[src/rtl/maxnet_controller.sv]
// Sequencer for the 4-PU MaxNet datapath: init, initial load, then update/check loop until one winner.
// Optional MAXNET_WATCHDOG_EN ends a run with timeout=1 once MAX_ITER iterations complete without a winner.
module maxnet_controller #(
  parameter int PU_LATENCY = 2,
  parameter int ITER_W     = 8,
  parameter int MAX_ITER   = 64
) (
  input  logic              clk,
  input  logic              rst,
  input  logic              start,
  input  logic              is_finished,
  output logic              init_x,
  output logic              init_w,
  output logic              load_a,
  output logic              load_sel,
  output logic              ready,
  output logic              done,
  output logic              timeout,
  output logic [ITER_W-1:0] iter_count,
  output logic [2:0]        o_dbg_state
);

  // Handshake: a run is accepted on a rising edge where ready=1 and start=1; start is
  // ignored while ready=0; done pulses for exactly one cycle and ready returns the next cycle.
  typedef enum logic [2:0] {
    IDLE   = 3'd0,
    INIT   = 3'd1,
    LOAD   = 3'd2,
    CHECK  = 3'd3,
    WAIT   = 3'd4,
    UPDATE = 3'd5,
    DONE   = 3'd6
  } state_t;

  localparam logic [3:0] LAT_M1 = 4'((PU_LATENCY > 0) ? (PU_LATENCY - 1) : 0);
  localparam logic [ITER_W-1:0] ITER_SAT = {ITER_W{1'b1}};

  state_t            r_state;
  state_t            w_state_nxt;
  logic [3:0]        r_cnt;
  logic [ITER_W-1:0] r_iter_count;

`ifdef MAXNET_WATCHDOG_EN
  logic r_timeout;
  logic w_at_limit;
  assign w_at_limit = (r_iter_count == ITER_W'(MAX_ITER));
`endif

  always_comb begin
    w_state_nxt = r_state;
    case (r_state)
      IDLE:   if (start) w_state_nxt = INIT;
      INIT:   w_state_nxt = LOAD;
      LOAD:   w_state_nxt = CHECK;
      CHECK: begin
        if (is_finished) w_state_nxt = DONE;
`ifdef MAXNET_WATCHDOG_EN
        else if (w_at_limit) w_state_nxt = DONE;
`endif
        else if (PU_LATENCY > 0) w_state_nxt = WAIT;
        else w_state_nxt = UPDATE;
      end
      WAIT:   if (r_cnt == 4'd0) w_state_nxt = UPDATE;
      UPDATE: w_state_nxt = CHECK;
      DONE:   w_state_nxt = IDLE;
      default: w_state_nxt = IDLE;
    endcase
  end

  always_ff @(posedge clk) begin
    if (rst) begin
      r_state      <= IDLE;
      r_cnt        <= 4'd0;
      r_iter_count <= '0;
`ifdef MAXNET_WATCHDOG_EN
      r_timeout    <= 1'b0;
`endif
    end else begin
      r_state <= w_state_nxt;
      case (r_state)
        IDLE: if (start) begin
          r_iter_count <= '0;
`ifdef MAXNET_WATCHDOG_EN
          r_timeout    <= 1'b0;
`endif
        end
        CHECK: begin
          r_cnt <= LAT_M1;
`ifdef MAXNET_WATCHDOG_EN
          if (!is_finished && w_at_limit) r_timeout <= 1'b1;
`endif
        end
        WAIT:   if (r_cnt != 4'd0) r_cnt <= r_cnt - 4'd1;
        UPDATE: if (r_iter_count != ITER_SAT) r_iter_count <= r_iter_count + 1'b1;
        default: ;
      endcase
    end
  end

  // All control outputs are Moore; load_sel is only ever high together with load_a.
  assign init_x      = (r_state == INIT);
  assign init_w      = (r_state == INIT);
  assign load_a      = (r_state == LOAD) || (r_state == UPDATE);
  assign load_sel    = (r_state == LOAD);
  assign ready       = (r_state == IDLE);
  assign done        = (r_state == DONE);
  assign iter_count  = r_iter_count;
  assign o_dbg_state = r_state;
`ifdef MAXNET_WATCHDOG_EN
  assign timeout     = r_timeout;
`else
  assign timeout     = 1'b0;
`endif

endmodule
[config.mk]
export PLATFORM = sky130hd
export DESIGN_NAME = maxnet_controller
export DESIGN_NICKNAME = d
export VERILOG_FILES = /design/src/rtl/maxnet_controller.sv
export SDC_FILE = /design/constraint.sdc
export NUM_CORES = 1
export LEC_CHECK = 0
export CORE_MARGIN = 1.5
export CORE_UTILIZATION = 43
export DETAILED_ROUTE_END_ITERATION = 6
export PLACE_DENSITY = 0.74
export SLEW_MARGIN = 10
export SYNTH_ARGS = -nofsm -noshare
export SYNTH_HDL_FRONTEND = slang
export SYNTH_SLANG_ARGS = --single-unit
[constraint.sdc]
create_clock -name clk -period 1.4 [get_ports clk]
set_input_delay 0.21 -clock clk [delete_from_list [all_inputs] [get_ports clk]]
set_output_delay 0.21 -clock clk [all_outputs]
set_load 0.02 [all_outputs]
Word level (Yosys, flattened, before mapping)
Index checks and enable logic that the tools add are counted.
{"block": "classes", "n_addsub": 2, "eq_ne": 11, "mux": 9, "n_reduce_logical": 10}
{"operator": "2-to-1 mux 8 bit", "count": 2}
{"operator": "case mux 8 bit (2 select lines)", "count": 1}
{"operator": "case mux 3 bit (5 select lines)", "count": 1}
{"operator": "== test 3 bit (second input constant)", "count": 3}
{"operator": "adder 8 x 1 -> 8 bit (second input constant)", "count": 1}
{"operator": "!= test 2 bit (second input constant)", "count": 4}
{"operator": "!= test 8 bit (second input constant)", "count": 1}
{"operator": "case mux 4 bit (2 select lines)", "count": 1}
{"operator": "== test 3 x 2 -> 1 bit (second input constant)", "count": 2}
{"operator": "2-to-1 mux 3 bit", "count": 2}
{"operator": "zero test 4 bit", "count": 1}
{"operator": "2-to-1 mux 4 bit", "count": 1}
{"operator": "AND reduction 2 bit", "count": 2}
{"operator": "nonzero test 2 bit", "count": 2}
{"operator": "nonzero test 4 bit", "count": 1}
{"operator": "subtractor 4 x 1 -> 4 bit (second input constant)", "count": 1}
{"operator": "== test 3 x 1 -> 1 bit (second input constant)", "count": 1}
{"operator": "zero test 3 bit", "count": 1}
{"operator": "AND reduction 3 bit", "count": 1}
{"operator": "2-to-1 mux 2 bit", "count": 1}
{"operator": "OR reduction 2 bit", "count": 1}
{"operator": "logical OR 1 bit", "count": 1}
{"block": "totals", "ff_bits": 15, "input_bits": 4}

Depth between registers and ports, before layout
{"block": "logic_depth", "depth_word": 3, "depth_mapped": 6, "depth_no_buf": 6}

Worst setup path after synthesis
Ideal clock, no wire load.
{"block": "synth_timing", "path_kind": "register to output", "start": "register r_state[1] (netlist: o_dbg_state[1])", "end": "output port load_a", "arrival_time_ns": 1.570, "required_time_ns": 1.190, "slack_ns": -0.380, "path_stages_with_launch": 4, "n_path_buf": 1, "path_cell_list": "dfxtp_1 buf_2 nor3b_1 nand2b_1"}
{"block": "synth_between", "elab_chain_len": 2}
{"item": "from (decl)", "line_no": "38", "source": "state_t r_state;"}
{"item": "from (signal assigned)", "line_no": "79", "source": "r_state <= w_state_nxt;"}
{"item": "== test 3 x 2 -> 1 bit"}
{"item": "via load_sel", "line_no": "15", "source": "output logic load_sel,"}
{"item": "logical OR 1 bit", "line_no": "103", "source": "assign load_a = (r_state == LOAD) || (r_state == UPDATE);"}
{"item": "to (decl)", "line_no": "14", "source": "output logic load_a,"}
The timed path passes the listed nets, and every way through them passes these cells.

Worst setup path after layout
{"block": "layout_timing", "start": "register r_cnt[1]", "end": "register r_cnt[1]"}
{"block": "layout_between", "elab_chain_len": 3}
{"item": "from (decl)", "line_no": "40", "source": "logic [3:0] r_cnt;"}
{"item": "from (signal assigned)", "line_no": "93", "source": "WAIT: if (r_cnt != 4'd0) r_cnt <= r_cnt - 4'd1;"}
{"item": "subtractor 4 x 1 -> 4 bit or nonzero test 4 bit (tied branches)", "line_no": "93"}
{"item": "2-to-1 mux 4 bit or != test 2 bit (tied branches)"}
{"item": "case mux 4 bit (2 select lines) or AND reduction 2 bit (tied branches)"}
Parallel ways exist; a longest one is shown, timed or not. The select of a mux whose other input is x is not followed.
A chain may end at the register's enable or synchronous reset.

==> flow_summary.json <==
{
  "outcome": "finished, violations left",
  "violations": "setup timing",
  "ir_worst_vdd_v": 0.000760,
  "postCtsHoldBufs": 0,
  "cp_data_arrival_time_ns": 1.76,
  "muxShareOfSynthArea": 0.0286,
  "synth_cell_types": 41,
  "postSynthAreaPerCell_um2": 8.66,
  "place_hpwl_mm": 1.53,
  "rsz0062_at_grt": "yes",
  "synth_top_family_by_area": "simple AND/OR/NAND/NOR gates",
  "synth_cells": 101,
  "synth_top_area_cell": "dfxtp_1",
  "cts_tree": "built",
  "wl_per_cell_um": 13.0,
  "report.final.hold_viol_count": 0,
  "cap_violations": 0,
  "track_usage": 0.191,
  "wl_mm": 2.26,
  "crit_fanout": 3,
  "via_per_inst": 5.20,
  "gr-total-overflow": 0,
  "powerDensity_nw_per_um2": 672,
  "cp_slowest_cell": "or3b_4",
  "layout-drive-gt1-share": 0.469,
  "portBuffers": 20,
  "tns_ns": -0.345,
  "cp.required_ns": 1.62,
  "mostFrequentLayoutCell": "buf_4",
  "ios": 22,
  "synth_area_um2": 875,
  "ant_nets": 0,
  "clk_pin_slew_worst_paths_ns": 0.09,
  "power_w": 0.000960,
  "place_congestion": 0.771,
  "critical_path_class": "register to register",
  "antenna_found_initial": 0,
  "num_antenna_cells": 0,
  "cts_buffers": 3,
  "timing.fmax_mhz": 650,
  "maxSlewViolCount": 0,
  "synth_area_leaders": "dfxtp_1 34%, nor2_1 5.6%, ha_1 4.3%, nand3_1 3.4%, xor2_1 3.0%",
  "cp_cell_sequence": "inv_2, ha_4, or3b_4, and2_4, mux2_4, nor2_2",
  "first_global_vias": 739,
  "synth_edf_count": 0,
  "die_w_um": 48.1,
  "start_kind": "register",
  "drt-initial-drc-count": 11,
  "syn_nets": 108,
  "period_needed_ns": 1.54,
  "synth-compound-area-share": 0.156,
  "nets": 155,
  "cts-root-buf": "clkbuf_4",
  "synthAdderAreaFrac": 0.0429,
  "synthToLayoutAreaGrowth_pct": 63.2,
  "clk_latency_ns": 0.28,
  "synthXorXnorAreaFrac": 0.0401,
  "synthArstFlopShare": 0,
  "grt_pass1_wl_mm": 3.02,
  "synth_seq_cells": 15,
  "p_leak_nw": 0.663,
  "layout_common_cells": "24 x buf_4, 13 x nor2_1, 9 x dlygate4sd2_1",
  "min_path_type": "register to register",
  "worst_slack_ns": -0.138,
  "dp_worst_setup_slack_ns": -0.142,
  "clk_path_buf_depth": 2,
  "h-tree-depth": 1,
  "critPathMaxStageDelay_ns": 0.38,
  "core_um2": 1940,
  "drtPass1Iterations": 4,
  "synth_top_cell_area_share": 0.343,
  "final-setup-viol-count": 8,
  "finalCritPeriodShare": 1.10,
  "nFillCells": 148,
  "ys.flop_type": "dfxtp_1",
  "rows": 16,
  "drc": 0,
  "die_y_um": 48.1,
  "end_kind": "register",
  "grt_start_max_net_pins": 10,
  "clock_skew_ns": 0.00159,
  "clock-sinks": 15,
  "synth_simple_gate_area_frac": 0.320,
  "seq_area_frac_synth": 0.343,
  "dr_total_vias": 905,
  "ys.warnings.count": 0,
  "die_area_um2": 2310,
  "hold_slack_ns": 0.560,
  "start_util": 0.450
}
worst max-delay path: cells and delay by family (launching register included):
family | cells | cell delay (ns)
adders and majority gates | 1 | 0.12
muxes | 1 | 0.30
and+or+nand+nor | 3 | 0.66
buffers and inverters | 1 | 0.07
DFF | 1 | 0.33
worst paths after layout:
path	from	end	slack, ns	cells after the start
setup / recovery	r_cnt[1]	r_cnt[1]	-0.14	6
hold / removal	r_cnt[3]	r_cnt[3]	0.56	2
setup reg to reg	r_cnt[1]	r_cnt[1]	-0.14	6
hold reg to reg	r_cnt[3]	r_cnt[3]	0.56	2
routing by layer:
layer / GRT usage / up-vias / wire length [µm]
met3: 0.0778 / 6 / 75
li1: - / 447 / -
met1: 0.228 / 431 / 907
met2: 0.325 / 21 / 1250
met5: 0 / - / 0
met4: 0.0378 / 0 / 26
cell usage after synthesis, types with 2 or more instances:
cell type and n:
o22ai_1 4, o21ai_1 2, nand2_1 4, a21o_1 3
a22o_1 2, xor2_1 3, nor3b_1 2, a21oi_1 2
o21ai_0 2, nand2b_1 3, nor2_1 13, buf_4 3
dfxtp_1 15, nand3b_1 2, buf_2 3, ha_1 3
nand3_1 6, inv_1 4, nor3_1 3
report_power, final:
part           internal [W]  switching [W]  leakage, nW
Combinational      0.000136       0.000127        0.523
Sequential         0.000435      0.0000122        0.125
Clock              0.000111       0.000140       0.0150
flip-flops by register name (all words and copies together), names as in the netlist:
| name | count |
|---|---|
| iter_count | 8 |
| r_cnt | 4 |
| o_dbg_state | 3 |
per-stage QoR:
stage / util / area [µm²] / std cells
finish: 0.735 / 1430 / 174
global route: 0.735 / 1430 / 174
CTS: 0.681 / 1320 / 168
detailed placement: 0.664 / 1290 / 163
global placement: 0.664 / 1290 / 163
floorplan: - / 951 / 101
area by class of cell:
cell class | count | area, µm² | share of cell area
clock buffer | 4 | 26.3 | 0.0184
timing repair buffer | 49 | 398 | 0.279
inverter | 4 | 15.0 | 0.0105
multi-input combinational | 75 | 641 | 0.449
tap | 27 | 33.8 | 0.0237
sequential | 15 | 314 | 0.220
what timing repair did:
item	4_1_cts	5_1_grt
gates cloned	0	0
gates resized for setup	46	16
pin swaps	6	7
endpoints found under the hold margin	0	0
endpoints found under the setup margin	21	14
setup buffers	1	6
logic make-up (layout without fill, tap and decap cells):
logic type | Yosys count | count (layout)
buf+inv | 11 | 57
compound gates | 19 | 19
fa+ha+maj | 3 | 3
mux | 2 | 2
other cells | 1 | 1
flops | 15 | 15
simple gates | 46 | 46
xor+xnor | 4 | 4
Power figures use the tool's default switching activity.
